==> config.mk <==
export PLATFORM = sky130hd
export DESIGN_NAME = load_store_unit
export DESIGN_NICKNAME = d
export VERILOG_FILES = /design/src/rtl/load_store_unit.sv
export SDC_FILE = /design/constraint.sdc
export NUM_CORES = 1
export LEC_CHECK = 0
export BUFFER_PORTS_ARGS = -buffer_cell sky130_fd_sc_hd__buf_4
export CAP_MARGIN = 15
export CORE_MARGIN = 8
export CORE_UTILIZATION = 45
export CTS_CLUSTER_DIAMETER = 80
export DETAILED_ROUTE_END_ITERATION = 10
export GPL_ROUTABILITY_DRIVEN = 0
export PLACE_DENSITY = 0.73
export SYNTH_ARGS = -nofsm -noshare
export SYNTH_HDL_FRONTEND = slang
export SYNTH_SLANG_ARGS = --single-unit
export TNS_END_PERCENT = 100
==> constraint.sdc <==
create_clock -name clk -period 10.25 [get_ports clk]
set_input_delay 2.05 -clock clk [delete_from_list [all_inputs] [get_ports clk]]
set_output_delay 2.05 -clock clk [all_outputs]
set_load 0.005 [all_outputs]
==> src/rtl/load_store_unit.sv <==
// MEM-stage load/store unit for the RV64 pipeline: one outstanding data-memory access,
// load alignment/extension, store strobes, and the MEM/WB register feeding write-back.
module load_store_unit (
   input  logic        clk,
   input  logic        rst,
   input  logic        mem_read_i,
   input  logic        mem_write_i,
   input  logic [2:0]  funct3_i,
   input  logic [63:0] addr_i,
   input  logic [63:0] wdata_i,
   input  logic [4:0]  rd_i,
   input  logic        reg_write_i,
   output logic        stall_o,
   output logic        dmem_req_o,
   output logic        dmem_we_o,
   output logic [63:0] dmem_addr_o,
   output logic [63:0] dmem_wdata_o,
   output logic [7:0]  dmem_wstrb_o,
   input  logic [63:0] dmem_rdata_i,
   input  logic        dmem_ready_i,
   output logic        wb_valid_o,
   output logic [4:0]  wb_rd_o,
   output logic        wb_reg_write_o,
   output logic [63:0] wb_data_o,
   output logic        fault_o
);

   typedef enum logic {
      IDLE = 1'b0,
      BUSY = 1'b1
   } state_t;

   state_t      state_q, state_d;
   logic        stall_c;

   logic        is_store_q, is_store_d;
   logic [2:0]  funct3_q, funct3_d;
   logic [2:0]  off_q, off_d;
   logic [4:0]  rd_q, rd_d;
   logic        reg_write_q, reg_write_d;

   logic        dmem_req_q, dmem_req_d;
   logic        dmem_we_q, dmem_we_d;
   logic [63:0] dmem_addr_q, dmem_addr_d;
   logic [63:0] dmem_wdata_q, dmem_wdata_d;
   logic [7:0]  dmem_wstrb_q, dmem_wstrb_d;

   logic        wb_valid_q, wb_valid_d;
   logic [4:0]  wb_rd_q, wb_rd_d;
   logic        wb_reg_write_q, wb_reg_write_d;
   logic [63:0] wb_data_q, wb_data_d;
   logic        fault_q, fault_d;

   logic        mem_op;
   logic        illegal_op;
   logic        access_fault;

   function automatic logic misaligned(input logic [1:0] size, input logic [2:0] off);
      case (size)
         2'b00:   misaligned = 1'b0;
         2'b01:   misaligned = off[0];
         2'b10:   misaligned = (off[1:0] != 2'b00);
         default: misaligned = (off != 3'b000);
      endcase
   endfunction

   function automatic logic [7:0] store_strobe(input logic [1:0] size, input logic [2:0] off);
      case (size)
         2'b00:   store_strobe = 8'h01 << off;
         2'b01:   store_strobe = 8'h03 << off;
         2'b10:   store_strobe = 8'h0F << off;
         default: store_strobe = 8'hFF;
      endcase
   endfunction

   // Replicating the datum into every lane lets the strobes alone pick the bytes.
   function automatic logic [63:0] store_lanes(input logic [1:0] size, input logic [63:0] d);
      case (size)
         2'b00:   store_lanes = {8{d[7:0]}};
         2'b01:   store_lanes = {4{d[15:0]}};
         2'b10:   store_lanes = {2{d[31:0]}};
         default: store_lanes = d;
      endcase
   endfunction

   function automatic logic [63:0] load_extract(input logic [2:0] f3, input logic [2:0] off,
                                                input logic [63:0] rdata);
      logic [63:0] sh;
      sh = rdata >> {off, 3'b000};
      case (f3)
         3'b000:  load_extract = {{56{sh[7]}}, sh[7:0]};
         3'b001:  load_extract = {{48{sh[15]}}, sh[15:0]};
         3'b010:  load_extract = {{32{sh[31]}}, sh[31:0]};
         3'b100:  load_extract = {56'd0, sh[7:0]};
         3'b101:  load_extract = {48'd0, sh[15:0]};
         3'b110:  load_extract = {32'd0, sh[31:0]};
         default: load_extract = sh;
      endcase
   endfunction

   assign mem_op       = mem_read_i | mem_write_i;
   assign illegal_op   = (mem_read_i & mem_write_i)
                       | (mem_read_i & (funct3_i == 3'b111))
                       | (mem_write_i & funct3_i[2]);
   assign access_fault = mem_op & (illegal_op | misaligned(funct3_i[1:0], addr_i[2:0]));

   always_comb begin
      state_d        = state_q;
      stall_c        = 1'b0;
      is_store_d     = is_store_q;
      funct3_d       = funct3_q;
      off_d          = off_q;
      rd_d           = rd_q;
      reg_write_d    = reg_write_q;
      dmem_req_d     = dmem_req_q;
      dmem_we_d      = dmem_we_q;
      dmem_addr_d    = dmem_addr_q;
      dmem_wdata_d   = dmem_wdata_q;
      dmem_wstrb_d   = dmem_wstrb_q;
      wb_valid_d     = 1'b0;
      wb_rd_d        = wb_rd_q;
      wb_reg_write_d = 1'b0;
      wb_data_d      = wb_data_q;
      fault_d        = 1'b0;

      case (state_q)
         IDLE: begin
            if (mem_op && !access_fault) begin
               stall_c      = 1'b1;
               state_d      = BUSY;
               is_store_d   = mem_write_i;
               funct3_d     = funct3_i;
               off_d        = addr_i[2:0];
               rd_d         = rd_i;
               reg_write_d  = reg_write_i;
               dmem_req_d   = 1'b1;
               dmem_we_d    = mem_write_i;
               dmem_addr_d  = {addr_i[63:3], 3'b000};
               dmem_wdata_d = mem_write_i ? store_lanes(funct3_i[1:0], wdata_i) : 64'd0;
               dmem_wstrb_d = mem_write_i ? store_strobe(funct3_i[1:0], addr_i[2:0]) : 8'h00;
            end else if (mem_op) begin
               wb_valid_d = 1'b1;
               wb_rd_d    = rd_i;
               wb_data_d  = addr_i;
               fault_d    = 1'b1;
            end else begin
               wb_valid_d     = 1'b1;
               wb_rd_d        = rd_i;
               wb_reg_write_d = reg_write_i && (rd_i != 5'd0);
               wb_data_d      = addr_i;
            end
         end
         BUSY: begin
            if (dmem_ready_i) begin
               state_d        = IDLE;
               dmem_req_d     = 1'b0;
               wb_valid_d     = 1'b1;
               wb_rd_d        = rd_q;
               wb_reg_write_d = !is_store_q && reg_write_q && (rd_q != 5'd0);
               wb_data_d      = is_store_q ? 64'd0 : load_extract(funct3_q, off_q, dmem_rdata_i);
            end else begin
               stall_c = 1'b1;
            end
         end
         default: state_d = IDLE;
      endcase
   end

   always_ff @(posedge clk or posedge rst) begin
      if (rst) begin
         state_q        <= IDLE;
         is_store_q     <= 1'b0;
         funct3_q       <= 3'd0;
         off_q          <= 3'd0;
         rd_q           <= 5'd0;
         reg_write_q    <= 1'b0;
         dmem_req_q     <= 1'b0;
         dmem_we_q      <= 1'b0;
         dmem_addr_q    <= 64'd0;
         dmem_wdata_q   <= 64'd0;
         dmem_wstrb_q   <= 8'h00;
         wb_valid_q     <= 1'b0;
         wb_rd_q        <= 5'd0;
         wb_reg_write_q <= 1'b0;
         wb_data_q      <= 64'd0;
         fault_q        <= 1'b0;
      end else begin
         state_q        <= state_d;
         is_store_q     <= is_store_d;
         funct3_q       <= funct3_d;
         off_q          <= off_d;
         rd_q           <= rd_d;
         reg_write_q    <= reg_write_d;
         dmem_req_q     <= dmem_req_d;
         dmem_we_q      <= dmem_we_d;
         dmem_addr_q    <= dmem_addr_d;
         dmem_wdata_q   <= dmem_wdata_d;
         dmem_wstrb_q   <= dmem_wstrb_d;
         wb_valid_q     <= wb_valid_d;
         wb_rd_q        <= wb_rd_d;
         wb_reg_write_q <= wb_reg_write_d;
         wb_data_q      <= wb_data_d;
         fault_q        <= fault_d;
      end
   end

   // The stall must read low while reset is held, even if EX/MEM presents a memory op.
   assign stall_o        = stall_c & ~rst;
   assign dmem_req_o     = dmem_req_q;
   assign dmem_we_o      = dmem_we_q;
   assign dmem_addr_o    = dmem_addr_q;
   assign dmem_wdata_o   = dmem_wdata_q;
   assign dmem_wstrb_o   = dmem_wstrb_q;
   assign wb_valid_o     = wb_valid_q;
   assign wb_rd_o        = wb_rd_q;
   assign wb_reg_write_o = wb_reg_write_q;
   assign wb_data_o      = wb_data_q;
   assign fault_o        = fault_q;

endmodule

==> results by stage <==
Floorplan:
- The core outline area is 0.0267 mm2.
- The width of the die is 180 um.
- The die outline height is 180 um.
- The number of placement rows is 60.
- The floorplan step defined a die boundary enclosing 0.0323 mm2.
- The starting density of the core is 0.453.
- The number of top-level pins is 417.

Clocking:
- The CTS tree is done.
- The number of buffers inserted during clock tree synthesis is 26.
- At the later pin of the worst-skew pair, clock insertion delay measures 0.52 ns.
- The deepest clock path buffer count is 3.
- The clock edge transition at the registers on the reported setup and hold paths is 0.06 ns.
- The root buffer cell is sky130_fd_sc_hd__clkbuf_16.
- The post-cts sizing count is 0.
- In this run the number of H-tree levels came out at 1.
- The number of post-CTS setup repair buffers is 0.
- The number of clock sinks seen by CTS is 220.
- The number of buffers inserted by hold repair at cts is 0.

Worst setup path:
- The highest fanout seen on the critical path is 28.
- The launch instance of the worst register-to-register path is state_q.
- STA classifies the critical path endpoint as a primary output.
- STA puts the critical path data required time at 8.20 ns.
- The worst setup path is launched from an input pin.
- The critical path class is input pin to primary output.
- The worst setup path startpoint is funct3_i[0].
- For the worst setup path, the data arrival time is 4.16 ns.

Detailed routing:
- The number of vias per cell after detailed routing is 5.84.
- The wire length the detailed router placed on met1 is 17900 um.
- Wires add up to 45300 um.
- The detailed router finished its first iteration with 910 violations.
- The vias after detailed routing is 11500.
- The wire length per cell after detailed routing is 23.1 um.
- After detailed routing, no signal wire sits above met4.
- The DRC violation count after routing is 0.
- Summed over all nets, wire length on met2 after detailed routing comes to 21400 um.
- The first detailed-routing pass took 5 iterations.
- In this run the remaining antenna-violating nets after routing total 0.
- In the detailed route, the total length drawn on met3 is 4200 um.

Yosys:
- After synthesis, the most frequently instantiated cells are sky130_fd_sc_hd__nand2_1 (309), sky130_fd_sc_hd__dfrtp_1 (220), sky130_fd_sc_hd__a21oi_1 (81).
- The post-synthesis sequential element count is 220.
- The number of warnings reported in the yosys synthesis log is 0.
- Ranked by total cell area, the synthesized netlist is headed by sky130_fd_sc_hd__dfrtp_1 (46%), sky130_fd_sc_hd__nand2_1 (9.6%), sky130_fd_sc_hd__mux4_2 (5.8%).
- The average instance area after synthesis is 9.60 um2.
- The most numerous cell in the Yosys netlist is sky130_fd_sc_hd__nand2_1.
- The cell accounting for the most synthesized area is sky130_fd_sc_hd__dfrtp_1.
- The cell count after synthesis came out at 1257.
- The share of synthesized area in the top cell type comes to 0.456.
- The share of flip-flops with an asynchronous set or reset after synthesis is 1.00.
- The count of cell types in the netlist is 61.
- The most used flip-flop cell after synthesis is sky130_fd_sc_hd__dfrtp_1.
- The number of enable-type register cells in the synthesized netlist is 0.
- The share of synthesized area occupied by flip-flops and latches is 0.456.
- The post-synthesis instance area is 0.0121 mm2.

STA:
- The number of endpoints failing setup at the final stage is 0.
- For the pin with the worst max-slew slack, the measured transition is 1.17 ns.
- For the final routed database, the setup TNS stands at 0 ns.
- The number of slew-limit violations in the final report is 0.
- Measured against its own limit, the worst slew margin works out to 0.215.
- Setup repair after global routing left no endpoint under its margin.
- The clock period minus final worst setup slack is 6.21 ns.
- Based on the critical path, the design can be clocked at up to 161 MHz.
- The maximum clock skew at final layout is 0.0141 ns.
- The ratio of final minimum period to clock period is 0.606.
- The worst path setup slack after routing is 4.04 ns.
- The number of hold-slack violations in the final timing report was 0.

Global route:
- Entering global routing, the biggest net connects 108 pins.
- The number of antenna violations at the first check in global routing is 0.
- The first global-routing pass estimated 69200 um of wire.
- The via count of the first global-routing pass is 11600.
- For this run, the total global-route usage over all layers was measured as 0.267.
- After global routing the overflow that remains totals 0.

Min path:
- The startpoint of the tightest hold check path is dmem_addr_o[20].
- The worst hold path class is flip-flop to flip-flop.

Final layout:
- The final non-filler cell area is 0.0161 mm2.
- The count of nets after finishing is 1813.
- The layout overhead on the synthesized area is 33.1%.
- The sequential cells in the finished layout cover a total of 0.00551 mm2.
- The layout has 2311 filler cells.
- In the final layout, the share of cells above drive strength 1 is 0.342.
- In the final layout, the multi-input gates occupy 0.00597 mm2.

Power and ir drop:
- Of the total power, the clock network draws 0.270.
- The largest vdd supply drop is 0.000115 V.
- Of the total power, the share spent switching nets is 0.350.
- The share of total power dissipated in sequential elements is 0.356.
- Of the total power, combinational logic draws 0.375.
- The overall power of the completed layout is 3.53 mW.
- Internal power comes to 2.29 mW.
- Dividing total power by cell area gives a power density of 220 mW/mm2.
- The static leakage is 7.89 nW.
- For this design the total switching power over the nets is 1.24 mW.

Placed design:
- At the placement stage, the worst setup path has a slack of 4.04 ns.
- The count of buffers added on input and output ports is 413.
- The area after detailed placement is 0.0152 mm2.
- The detailed-placement wirelength estimate is 33500 um.

Flow run:
- The tool flagged a number of max-cap violations equal to 0.

Status:
- The flow ran to the end, and the final reports show no timing, DRC or antenna violations.
## power groups by stage
stage / registers, mW / clock network (mW) / logic (mW)
after floorplan: 1.22 / 0 / 0.732
after global placement: 1.26 / 0 / 1.30
after detailed placement: 1.27 / 0 / 1.32
after CTS: 1.26 / 0.970 / 1.33
after global routing: 1.29 / 1.00 / 1.43
final: 1.26 / 0.952 / 1.32
## registers in the layout, summed over array words and instances, names as in the netlist
name	cells
wb_reg_write_o	1
wb_data_o	64
dmem_we_o	1
dmem_wstrb_o	8
state_q	1
funct3_q	3
fault_o	1
wb_valid_o	1
reg_write_q	1
dmem_addr_o	61
dmem_wdata_o	64
off_q	3
dmem_req_o	1
wb_rd_o	5
rd_q	5
## placed cells by master, fill, tap and decap left out, drive strengths merged, types with 3 or more instances in the layout
cell / netlist / layout
buf: 64 / 424
nand2: 309 / 309
dfrtp: 220 / 220
a21oi: 83 / 83
o21ai: 60 / 60
nor2b: 42 / 42
o22ai: 37 / 37
nand2b: 36 / 36
clkbuf: 46 / 35
mux2i: 34 / 34
a32o: 33 / 33
mux4: 31 / 31
nor2: 29 / 29
and3: 29 / 29
a22oi: 27 / 27
a221o: 26 / 26
inv: 20 / 21
mux2: 20 / 20
nand3: 15 / 15
a221oi: 15 / 15
o31ai: 11 / 11
clkinv: 1 / 11
a22o: 10 / 10
o2bb2ai: 6 / 6
ha: 6 / 6
and2: 6 / 6
nor3: 6 / 6
or2: 4 / 4
a31oi: 4 / 4
o211ai: 4 / 4
a211o: 3 / 3
conb: 1 / 3
or3: 3 / 3
## critical path, stage by stage
cell and delay, ns:
sky130_fd_sc_hd__buf_4 0.13, sky130_fd_sc_hd__inv_1 0.11, sky130_fd_sc_hd__ha_1 0.81, sky130_fd_sc_hd__o21ai_0 0.27, sky130_fd_sc_hd__nand3b_1 0.26, sky130_fd_sc_hd__a21oi_4 0.10
sky130_fd_sc_hd__a21oi_2 0.21, sky130_fd_sc_hd__nor2_1 0.07, sky130_fd_sc_hd__buf_4 0.14
## final cells by class
type | instances | area share
Clock buffer | 35 | 0.0476
Clock inverter | 13 | 0.00786
Inverter | 21 | 0.00545
Multi-Input combinational cell | 908 | 0.372
Antenna cell | 1 | 0.000156
Sequential cell | 220 | 0.343
Tap cell | 341 | 0.0265
Timing Repair Buffer | 424 | 0.198
## metrics by stage
| step | utilization | cells | hold WS (ns) |
|---|---|---|---|
| 2_1_floorplan | - | 1259 | 0.446 |
| 3_3_place_gp | 0.570 | 1914 | 0.458 |
| 3_5_place_dp | 0.570 | 1914 | 0.465 |
| 4_1_cts | 0.603 | 1962 | 0.479 |
| 5_1_grt | 0.603 | 1962 | 0.493 |
| 6_report | 0.603 | 1963 | 0.473 |
## logic make-up after synthesis
group / count (synthesis) / share of synthesized area
AND/OR/NAND/NOR: 486 / 0.185
AO/OA/AOI/OAI: 328 / 0.195
flip-flops: 220 / 0.456
buffers and inverters: 131 / 0.0530
multiplexers: 85 / 0.105
adder cells (fa/ha/maj): 6 / 0.00622
other: 1 / 0.000311
## worst paths after layout
check	end	cells after the start	slack [ns]
max	stall_o	9	4.04
min	dmem_addr_o[20]	2	0.47
max reg2reg	dmem_wstrb_o[0]	6	6.78
min reg2reg	dmem_addr_o[20]	2	0.47
max in group asynchronous	off_q[0]	4	6.45
min in group asynchronous	wb_valid_o	2	1.65
## metal layers
| layer | global-route usage | up-vias |
|---|---|---|
| li1 | - | 5193 |
| met1 | 0.338 | 5618 |
| met2 | 0.435 | 568 |
| met3 | 0.0706 | 83 |
| met4 | 0.0947 | 0 |
| met5 | 0 | - |
No activity file was read; power rests on OpenSTA's default activity.
